## config.mk

```make
export PLATFORM = sky130hd
export DESIGN_NAME = cf_mult_seq
export DESIGN_NICKNAME = d
export VERILOG_FILES = /design/src/rtl/cf_math_pkg.sv /design/src/rtl/cf_mult_seq.sv
export SDC_FILE = /design/constraint.sdc
export NUM_CORES = 1
export LEC_CHECK = 0
export ABC_AREA = 1
export CORE_UTILIZATION = 40
export CTS_CLUSTER_SIZE = 16
export DETAILED_ROUTE_END_ITERATION = 7
export PLACE_DENSITY = 0.64
export SLEW_MARGIN = 30
export SYNTH_ARGS = -nofsm -noshare
export SYNTH_HDL_FRONTEND = slang
export SYNTH_SLANG_ARGS = --single-unit
```

## constraint.sdc

```tcl
create_clock -name clk_i -period 5.7 [get_ports clk_i]
set_input_delay 0.855 -clock clk_i [delete_from_list [all_inputs] [get_ports clk_i]]
set_output_delay 0.855 -clock clk_i [all_outputs]
set_load 0.1 [all_outputs]
```

## src/rtl/cf_math_pkg.sv

```systemverilog
// Shared width arithmetic helpers.
// Pure constant functions, usable at elaboration time.
package CfMath;

  function automatic int log2(input int n);
    int r;
    r = 0;
    for (int i = 0; i < 32; i++)
      if ((1 << i) < n) r = i + 1;
    return r;
  endfunction

  function automatic int ceil_div(input int a, input int b);
    return (a + b - 1) / b;
  endfunction

endpackage

```

## src/rtl/cf_mult_seq.sv

```systemverilog
// Sequential shift-and-add unsigned multiplier.
// Fixed WIDTH-cycle latency with valid/ready on both sides.
module cf_mult_seq
  import CfMath::*;
#(
  parameter int WIDTH = 16
) (
  input  logic               clk_i,
  input  logic               rst_ni,
  input  logic               flush_i,
  input  logic               in_valid_i,
  output logic               in_ready_o,
  input  logic [WIDTH-1:0]   a_i,
  input  logic [WIDTH-1:0]   b_i,
  output logic               out_valid_o,
  input  logic               out_ready_i,
  output logic [2*WIDTH-1:0] prod_o,
  output logic               busy_o
);

  localparam int PW = 2 * WIDTH;
  localparam int LW = log2(WIDTH);
  localparam int CW = (LW > 1) ? LW : 1;
  localparam logic [CW-1:0] LAST = CW'(WIDTH - 1);

  generate
    if (WIDTH < 1 || WIDTH > 32) begin : g_bad_width
      $fatal(1, "cf_mult_seq: WIDTH must be 1..32");
    end
  endgenerate

  typedef enum logic [1:0] {
    IDLE,
    RUN,
    DONE
  } state_t;

  state_t          state;
  logic [PW-1:0]   mcand;
  logic [WIDTH-1:0] mplier;
  logic [PW-1:0]   acc;
  logic [CW-1:0]   cnt;
  logic [PW-1:0]   prod_q;
  logic            in_rdy_q;
  logic            out_vld_q;
  logic            busy_q;
  logic [PW-1:0]   acc_next;

  always_comb begin
    acc_next = acc;
    if (mplier[0]) acc_next = acc + mcand;
  end

  // prod_q is only loaded on entry to DONE and cleared on exit,
  // so the product output reads zero whenever valid is low.
  always_ff @(posedge clk_i or negedge rst_ni) begin
    if (!rst_ni) begin
      state     <= IDLE;
      mcand     <= '0;
      mplier    <= '0;
      acc       <= '0;
      cnt       <= '0;
      prod_q    <= '0;
      in_rdy_q  <= 1'b1;
      out_vld_q <= 1'b0;
      busy_q    <= 1'b0;
    end else if (flush_i) begin
      state     <= IDLE;
      mcand     <= '0;
      mplier    <= '0;
      acc       <= '0;
      cnt       <= '0;
      prod_q    <= '0;
      in_rdy_q  <= 1'b1;
      out_vld_q <= 1'b0;
      busy_q    <= 1'b0;
    end else begin
      unique case (state)
        IDLE: begin
          if (in_valid_i) begin
            mcand    <= {{WIDTH{1'b0}}, a_i};
            mplier   <= b_i;
            acc      <= '0;
            cnt      <= '0;
            state    <= RUN;
            in_rdy_q <= 1'b0;
            busy_q   <= 1'b1;
          end
        end
        RUN: begin
          acc    <= acc_next;
          mcand  <= mcand << 1;
          mplier <= mplier >> 1;
          cnt    <= cnt + 1'b1;
          if (cnt == LAST) begin
            state     <= DONE;
            out_vld_q <= 1'b1;
            prod_q    <= acc_next;
          end
        end
        DONE: begin
          if (out_ready_i) begin
            state     <= IDLE;
            out_vld_q <= 1'b0;
            prod_q    <= '0;
            busy_q    <= 1'b0;
            in_rdy_q  <= 1'b1;
          end
        end
        default: begin
          state     <= IDLE;
          out_vld_q <= 1'b0;
          prod_q    <= '0;
          busy_q    <= 1'b0;
          in_rdy_q  <= 1'b1;
        end
      endcase
    end
  end

  assign in_ready_o  = in_rdy_q;
  assign out_valid_o = out_vld_q;
  assign prod_o      = prod_q;
  assign busy_o      = busy_q;

endmodule

```

# Word-level counts from Yosys, hierarchy flattened

Index checks and enable logic that the tools add are counted.

Register bits: 149
Logic and storage cells: 57

Add/subtract/negate cells: 2
Equality and inequality tests: 8
Multiplexer cells: 32
Reductions and logical operators: 6

Operators with widths:

| kind                  | number |
|---|---|
| $mux 32               | 9 |
| $pmux 32 s2           | 3 |
| $pmux 32 s3           | 1 |
| $add 32x1->32 const B | 1 |
| $add 32x32->32        | 1 |
| $eq 32x4->1 const B   | 1 |
| $mux 16               | 2 |
| $pmux 16 s2           | 1 |
| $ne 3x3->1 const B    | 3 |
| $pmux 1 s3            | 3 |
| $reduce_and 3->1      | 3 |
| $mux 1                | 8 |
| $mux 2                | 4 |
| $pmux 2 s3            | 1 |
| $ne 2x2->1 const B    | 2 |
| $reduce_bool 3->1     | 1 |
| $eq 2x1->1 const B    | 1 |
| $eq 2x2->1 const B    | 1 |
| $logic_not 2->1       | 1 |
| $reduce_and 2->1      | 1 |

# Depth between registers and ports, before layout

Gate-level depths: netlist (run 1).

Word-level depth: 5
Depth in mapped cells: 13
Gate-level depth less buffers: 13

# Worst setup path before layout (run 1)

Ideal clock, no wire load.

Path kind: input to register
Start: input port flush_i
End: register cnt[10]
Library setup time: 0.077 ns
Arrival: 1.916 ns
Data required time: 5.623 ns
Setup slack: 3.707 ns
Stages on the path: 10
Path buffers: 1
Cell sequence: nor2_1 > nand2_1 > nor2_4 > inv_1 > o21ai_2 > nor2_2 > inv_2 > buf_2 > o21ai_0 > a21oi_1

Longest elaborated chain between the ends: 2
Elaborated cells between the ends (all ways): 4

RTL lines:

| what                                                                    | RTL line          | text |
|---|---|---|
| start: declaration                                                      | cf_mult_seq.sv:10 | `input logic flush_i,` |
| $ne 3x3->1 (no source line) / $reduce_bool 3->1 (equally long branches) | --                |  |
| $reduce_and 2->1 (no source line)                                       | --                |  |
| end signal: assignment                                                  | cf_mult_seq.sv:94 | `cnt <= cnt + 1'b1;` |
| end: declaration                                                        | cf_mult_seq.sv:42 | `logic [CW-1:0] cnt;` |

Parallel ways exist; a longest one is shown, timed or not.
A chain may end at the register's enable or synchronous reset.

# Final worst setup path (run 1)

Start: input port flush_i
End: register prod_q[16] (netlist: prod_o[16])

Longest elaborated chain between the ends: 2
Elaborated cells between the ends (all ways): 5

RTL lines:

| what                                                             | RTL line          | text |
|---|---|---|
| $ne 3x3->1 (no source line) / $ne 2x2->1 (equally long branches) | --                |  |
| $reduce_and 3->1 (no source line)                                | --                |  |
| end signal: assignment                                           | cf_mult_seq.sv:98 | `prod_q <= acc_next;` |
| end: declaration                                                 | cf_mult_seq.sv:43 | `logic [PW-1:0] prod_q;` |

Parallel ways exist; a longest one is shown, timed or not.

==> results of run 1 <==
[routing by layer]
metal  track usage (%)  up-vias  routed length [um]
met2              37.0      159               11700
met4              5.19        0                 267
met3              3.53       22                 886
li1                  -     4415                   -
met1              28.4     3903               11300
met5                 0        -                   0
[where the power goes]
part           internal [mW]  switching [mW]
registers               1.23           0.131
clock network          0.621           0.486
logic                  0.372            1.04
total                   2.22            1.66
[sequential cells by signal, indices dropped and copies added (netlist names)]
| register | cells |
|---|---|
| acc | 32 |
| busy_o | 1 |
| cnt | 32 |
| in_ready_o | 1 |
| mcand | 32 |
| mplier | 16 |
| out_valid_o | 1 |
| prod_o | 32 |
| state | 2 |
[logic make-up (layout without fill, tap and decap cells)]
family	count (synthesis)	in the layout
AO/OA/AOI/OAI	195	195
XOR/XNOR	17	17
adder cells (fa/ha/maj)	33	33
buffers and inverters	224	295
flip-flops	149	149
AND/OR/NAND/NOR	735	735
[synthesized netlist by cell type, types with 2 or more instances]
master	instances	area share, %
clkbuf_1	20	0.81
nor4_1	3	0.20
o21ai_0	78	4.2
inv_1	178	7.2
inv_2	7	0.28
a22oi_1	30	2.4
a21oi_1	53	2.9
ha_1	32	4.3
a31oi_1	2	0.13
o21bai_1	2	0.16
nand3_1	80	4.3
nand4_1	19	1.3
nor2_2	3	0.20
xnor2_1	7	0.66
dfrtp_1	148	40
nor3_1	19	1.0
nand2_1	481	19
nor2_4	5	0.61
o31ai_1	2	0.16
xor2_1	10	0.94
or2_2	2	0.13
nor2_1	119	4.8
o21ai_1	18	0.97
buf_2	16	0.86
o21a_1	4	0.32
[metrics by stage]
step	util [%]	total power, mW	hold WS (ps)
detailed placement	45.0	2.80	468
finish	47.5	3.88	368
floorplan	-	2.42	450
global route	47.5	4.12	389
global placement	45.0	2.78	466
CTS	47.5	3.92	370
[cell type report]
type / instances / area, um^2 / area share, %
Multi-Input combinational cell: 980 / 4690 / 43.4
Timing Repair Buffer: 77 / 757 / 7.01
Inverter: 186 / 698 / 6.47
Clock inverter: 12 / 123 / 1.14
Tap cell: 285 / 357 / 3.30
Sequential cell: 149 / 3730 / 34.5
Clock buffer: 20 / 447 / 4.14
[critical path: stages]
cell and delay [ps]:
clkdlybuf4s50_1 600, nor2_4 170, buf_4 520, nor2_1 120
nor2_1 260, nor2_4 150, inv_2 690, o21ai_0 210
[worst min path at each step]
stage                     startpoint          to  slack, ps  cells after the start
after floorplan           mplier[15]  mplier[15]        450                      2
after global placement    prod_o[13]  prod_o[13]        470                      2
after detailed placement  mplier[15]  mplier[15]        470                      2
after CTS                     rst_ni  mplier[12]        370                      1
after global routing          rst_ni  mplier[12]        390                      1
final                         rst_ni   mplier[8]        370                      1
==> flow_summary.ini, run 1 <==
[status]
status = complete, no violations

[synth]
netlist_instances = 1353
synthFlopType = dfrtp_1
synth_xor_area_share_pct = 1.61
syn_area_mm2 = 0.00927
synthMuxAreaShare_pct = 0
yosys.area_share.simple_pct = 32.4
synth_edf_count = 0
synth_nets = 1423
ys_types = 40
synth-compound-area-share_pct = 11.9
synth_fa_ha_area_share_pct = 4.53
async_flop_share_pct = 100
yosys_warnings = 0
synth_top_family_by_area = simple AND/OR/NAND/NOR gates
synth.avg_cell_area_um2 = 6.85
synth-seq-cells = 149
yosysSeqAreaShare_pct = 40.2

[placement]
dp_hpwl_mm = 17.3
place_ws_ps = 1880
place.gp.congestion = 0.888
io_buffers = 71
placed_area_mm2 = 0.0102
dpl.cell_count = 1677

[floorplan]
die-area_mm2 = 0.0238
core_region_area_mm2 = 0.0227
rows = 55
die_h_um = 154
pin_count = 72
die_x_um = 154
initial_utilization_pct = 40.8

[global_route]
overflow = 0
grt_pass1_vias = 8375
grt_pass1_wl_mm = 41.3
grt_max_degree = 86
gr-usage-all-layers_pct = 21.6
grt_antenna_before_repair = 0

[final_layout]
post-route-cell-area_mm2 = 0.0108
finalNetCount = 1481
final_common_cell = nand2_1
fill_cells = 2281
antennaDiodeCount = 0
final_cell_mix = 481 x nand2_1, 178 x inv_1, 148 x dfrtp_1
instances_no_fill = 1709
areaGrowthSynthToFinish_pct = 16.4
layout-drive-gt1-share_pct = 4.21

[sta]
fmax_ghz = 0.298
finalHoldViolCount = 0
clock_skew_ps = 14.6
worst_pin_slew_ps = 998
fin_ws_ps = 2350
period_share_pct = 58.9
relSlewSlack_pct = 33.2
rsz0062_at_grt = no
finalSetupViolCount = 0
finalSetupTns_ps = 0
slew_viol_final = 0
finalCriticalPeriod_ps = 3350

[job]
drv_cap = 0

[setup_path]
start_kind = input port
cp-startpoint = flush_i
worstPathMaxFanout = 54
cp.required_ps = 5970
reg2regPathDepth = 9
arrival_ps = 3620
r2r_end = prod_o[16]
r2r-start = state[1]
reg2reg_slack_ps = 2670
path_class = in2reg
cp-end-kind = register
cp-endpoint = prod_o[16]

[power]
power_density_mw_per_mm2 = 359
p_leak_nw = 5.36
vdd_drop_max_v = 0.000195

[clocking]
clk_pin_slew_ps = 60
tritoncts = built
ctsResizeCount = 0
cts_inserted_buffers = 17
hold_buffers = 0
ctsRootBufferMaster = clkbuf_16
htree_levels = 4
clock_sinks = 149
cts_buffer_depth = 2
cts_setup_buffers = 0
insertion_delay_ps = 430

[drt]
wl_mm = 24.2
postRouteAntennaNets = 0
wl_per_cell_um = 14.1
dr.pass1.iters = 5
vias = 8499
drc_errors = 0
via_per_inst = 4.97
drtIter0Drc = 415

[hold_path]
hold_path.class = in2async
(Power assumes the default switching activity.)
==> run 2: changes to the inputs <==
PLACE_DENSITY = 0.66   (was 0.64)
clock period = 2.9 ns   (was 5.7 ns; I/O delays follow)
==> run 2 against run 1 <==
Against the previous run: clock power up 110%; sequential share of layout area decreased by 0.19 points; first-iteration DRC count increased by 12%; critical path depth up 4; sequential power is 97% higher; final cell count grew 0.53%; largest cell class unchanged; highest routed layer unchanged.
==> flow_summary.ini, run 2 (synthesis gave the netlist of run 1 again) <==
[drt]
postRouteAntennaNets = 0
wl_per_cell_um = 14.4
wl_mm = 24.7
wl_met3_um = 684
routed-wl-met2_mm = 11.9
top_layer = met4
drtIter0Drc = 464
wl_met1_mm = 11.6
vias = 8677
via_per_inst = 5.05
dr.pass1.iters = 5
drc_errors = 0

[status]
status = complete, no violations

[setup_path]
slowest_stage = fa_1
start_kind = register
crit_top_cell = nand2_1
path_class = reg2reg
worstPathMaxFanout = 4
cp.required_ps = 3210
crit_buf_inv = 0
arrival_ps = 2750
path_delay_family = simple AND/OR/NAND/NOR gates
path_cells = ha_1 -> fa_1 -> nand3_1 -> nand3_1 -> nand2_1 -> nand2_1 -> nand2_1 -> nand2_1 -> nand2_1 -> nand2_1 -> o21ai_0 -> o21ai_0
cp-end-kind = register
slowest_delay_ps = 470

[sta]
finalSetupTns_ps = 0
worst_pin_slew_ps = 595
slew_viol_final = 0
finalCriticalPeriod_ps = 2440
finalHoldViolCount = 0
clock_skew_ps = 12.2
rsz0062_at_grt = no
relSlewSlack_pct = 60.1
fin_ws_ps = 460
fmax_ghz = 0.410
timing.hold.ws_ps = 485
period_share_pct = 84.1
finalSetupViolCount = 0

[placement]
dp_hpwl_mm = 18.1
placed_area_mm2 = 0.0102
place.gp.congestion = 0.899
dpl.cell_count = 1686
place_ws_ps = 423
io_buffers = 71

[floorplan]
die-area_mm2 = 0.0238
die_x_um = 154
die_h_um = 154
initial_utilization_pct = 40.8
core_region_area_mm2 = 0.0227
pin_count = 72
rows = 55

[final_layout]
post-route-cell-area_mm2 = 0.0109
fill_cells = 2321
instances_no_fill = 1718
finalNetCount = 1491
final_common_cell = nand2_1
layout-drive-gt1-share_pct = 7.33
areaGrowthSynthToFinish_pct = 17.1
antennaDiodeCount = 0
final_cell_mix = 481 x nand2_1, 178 x inv_1, 148 x dfrtp_1

[clocking]
cts_buffer_depth = 2
clk_pin_slew_ps = 70
insertion_delay_ps = 430
htree_levels = 4
tritoncts = built
ctsRootBufferMaster = clkbuf_16
cts_setup_buffers = 0
cts_inserted_buffers = 17
clock_sinks = 149

[global_route]
grt_pass1_wl_mm = 42.0
grt_pass1_vias = 8620
gr-usage-all-layers_pct = 22.1
grt_max_degree = 101
grt_antenna_before_repair = 0
overflow = 0

[job]
drv_cap = 0

[power]
p_leak_nw = 5.50
vdd_drop_max_v = 0.000378
power_density_mw_per_mm2 = 724

[hold_path]
hold_path.class = reg2reg
-- run 2: timing repair --
| action | 4_1_cts | 5_1_grt |
|---|---|---|
| hold buffers | 1 | 0 |
| endpoints found under the hold margin | 7 | 0 |
| gates resized for setup | 0 | 0 |
-- run 2: per-layer routing --
metal  GRT usage, %  vias to the layer above
met4           7.73                        0
li1               -                     4434
met1           28.3                     4084
met3           3.31                       36
met2           38.0                      123
met5              0                        -
-- run 2: path summary, 6_finish.rpt --
check	start	end	slack (ps)	cells past startpoint
hold reg to reg	prod_o[23]	prod_o[23]	490	2
setup reg to reg	mcand[0]	prod_o[16]	460	12
min in group asynchronous	rst_ni	mplier[6]	530	2
hold / removal	prod_o[23]	prod_o[23]	490	2
max in group asynchronous	rst_ni	in_ready_o	1600	3
setup / recovery	mcand[0]	prod_o[16]	460	12
-- run 2: cell type report --
cell class                      count  area (um^2)  share of cell area, %
Clock buffer                       17          425                   3.92
Sequential cell                   149         3730                   34.4
Multi-Input combinational cell    980         4690                   43.2
Timing Repair Buffer               87          785                   7.23
Inverter                          186          698                   6.43
Clock inverter                     14          176                   1.62
Tap cell                          285          357                   3.28
-- run 2: tightest hold or removal path, delay by kind of cell, from the launching register on --
kind / cells / cell delay [ps]
DFF: 1 / 350
and+or+nand+nor: 2 / 110
-- run 2: report_power, final --
group | internal, mW | switching (mW) | total [mW]
clock network | 1.36 | 0.967 | 2.33
logic | 0.769 | 2.09 | 2.86
registers | 2.41 | 0.263 | 2.68
-- run 2: metrics by stage --
step,util (%),power (mW)
after floorplan,-,4.75
after global placement,45.1,5.53
after detailed placement,45.1,5.57
after CTS,47.8,7.91
after global routing,47.8,8.32
final,47.8,7.86
==> run 3: changes to the inputs <==
clock period = 2.1 ns   (was 2.9 ns; I/O delays follow)
==> run 3 against run 2 <==
Against the previous run: power increased by 50%; wire length is 10% higher; maximum frequency up 21%; largest cell class unchanged; clock skew rose by 5.6 ps; die area stayed put; setup slack worse by 370 ps; register-to-register slack got worse by 370 ps; critical path type unchanged; largest power group unchanged.
==> flow_summary.ini, run 3 (synthesis gave the netlist of run 1 again) <==
[drt]
vias = 9060
wl_per_cell_um = 15.4
drc_errors = 0
postRouteAntennaNets = 0
drtIter0Drc = 625
wl_mm = 27.3
via_per_inst = 5.13
dr.pass1.iters = 6

[sta]
finalSetupViolCount = 0
finalCriticalPeriod_ps = 2010
period_share_pct = 95.7
finalHoldViolCount = 0
finalSetupTns_ps = 0
relSlewSlack_pct = 58.0
fmax_ghz = 0.497
rsz0062_at_grt = yes
clock_skew_ps = 17.8
slew_viol_final = 0
worst_pin_slew_ps = 627

[placement]
place.gp.congestion = 0.898
placed_area_mm2 = 0.0106
dpl.cell_count = 1722
io_buffers = 71
dp_hpwl_mm = 18.6

[clocking]
cts_inserted_buffers = 17
cts_buffer_depth = 2
tritoncts = built
ctsRootBufferMaster = clkbuf_16
clk_pin_slew_ps = 60
insertion_delay_ps = 440
htree_levels = 4
clock_sinks = 149

[global_route]
gr-usage-all-layers_pct = 22.7
grt_max_degree = 67
overflow = 0
grt_pass1_wl_mm = 43.0
grt_antenna_before_repair = 0
grt_pass1_vias = 8704

[setup_path]
path_class = reg2reg
r2r-start = cnt[1]
cp-end-kind = register
path_cells = ha_4 -> nand2_4 -> nor2_4 -> inv_2 -> nor2_2 -> nand3_1 -> nor2_2 -> nor2_2 -> nor2_4 -> clkinv_4 -> clkbuf_16 -> nand2_1 -> o21ai_1
arrival_ps = 2330
reg2regPathDepth = 13
slowest_stage = dfrtp_1
crit_top_cell = nor2_2
start_kind = register
r2r_end = prod_o[12]
cp.required_ps = 2420
cp-endpoint = prod_o[12]
cp-startpoint = cnt[1]
worstPathMaxFanout = 10
reg2reg_slack_ps = 90
slowest_delay_ps = 390

[floorplan]
pin_count = 72
die-area_mm2 = 0.0238
die_x_um = 154
rows = 55
die_h_um = 154
initial_utilization_pct = 40.8
core_region_area_mm2 = 0.0227

[final_layout]
post-route-cell-area_mm2 = 0.0117
antennaDiodeCount = 0
final_cell_mix = 464 x nand2_1, 177 x inv_1, 147 x dfrtp_1
instances_no_fill = 1766
final_common_cell = nand2_1
areaGrowthSynthToFinish_pct = 26.7
finalNetCount = 1538
layout-drive-gt1-share_pct = 15.3

[hold_path]
hold_path.class = in2async

[job]
drv_cap = 0

[power]
p_leak_nw = 5.82
vdd_drop_max_v = 0.000706
power_density_mw_per_mm2 = 1000

[status]
status = complete, no violations
[run 3: cell count changes in the layout (fill, tap and decap cells not counted), moves of 8 or more]
cell,previous run,this run
buf_4,47,82
ha_1,32,12
nand2_1,481,464
ha_4,0,16
nor2_1,118,104
nand2_2,1,14
nor2_2,4,16
a21oi_1,53,44
a21oi_2,0,9
o21ai_0,78,70
[run 3: routing by layer]
metal / track usage, % / part of all wire, %
met1: 30.1 / 46
met2: 37.9 / 47
met3: 3.84 / 4.5
met4: 7.26 / 1.8
met5: 0 / 0
[run 3: how the worst min path moves through the flow]
stage / cells past startpoint / slack, ps / endpoint
finish: 2 / 420 / mplier[5]
floorplan: 0 / 20 / acc[0]
global route: 2 / 460 / mplier[4]
CTS: 3 / 450 / mplier[15]
global placement: 1 / 340 / busy_o
detailed placement: 1 / 340 / mplier[5]
[run 3: stage by stage]
| stage | utilization [%] | setup slack [ps] | power [mW] | hold WS [ps] |
|---|---|---|---|---|
| 2_1_floorplan | - | 119 | 6.56 | 19.4 |
| 3_3_place_gp | 46.5 | -125 | 7.99 | 341 |
| 3_5_place_dp | 46.5 | -149 | 8.03 | 337 |
| 4_1_cts | 49.2 | 14.5 | 11.1 | 450 |
| 5_1_grt | 51.7 | -47.0 | 12.4 | 463 |
| 6_report | 51.7 | 89.3 | 11.8 | 422 |
[run 3: critical path: cells and delay by family, from the launching register on]
kind                     cells  cell delay [ps]
AO/OA/AOI/OAI                1               50
buffers and inverters        3              470
AND/OR/NAND/NOR              8              810
flip-flops                   1              390
adder cells (fa/ha/maj)      1              170
[run 3: power by group]
part / switching, mW / total [mW] / internal, mW
clock network: 1.30 / 3.03 / 1.73
registers: 0.404 / 3.74 / 3.33
logic: 3.27 / 4.99 / 1.72
total: 4.98 / 11.8 / 6.79
[run 3: what timing repair did]
| action | 4_1_cts | 5_1_grt |
|---|---|---|
| setup buffers | 0 | 5 |
| hold buffers | 1 | 0 |
| hold endpoints to repair | 52 | 0 |
| pin swaps | 0 | 15 |
| gates cloned | 0 | 6 |
| endpoints found under the setup margin | 13 | 61 |
| gates resized for setup | 7 | 97 |
[run 3: final cells by class]
| class | count | area, um^2 |
|---|---|---|
| Clock buffer | 22 | 474 |
| Clock inverter | 10 | 98.8 |
| Fill cell | 2186 | 11000 |
| Inverter | 186 | 703 |
| Multi-Input combinational cell | 980 | 5100 |
| Sequential cell | 149 | 3730 |
| Tap cell | 285 | 357 |
| Timing Repair Buffer | 134 | 1280 |
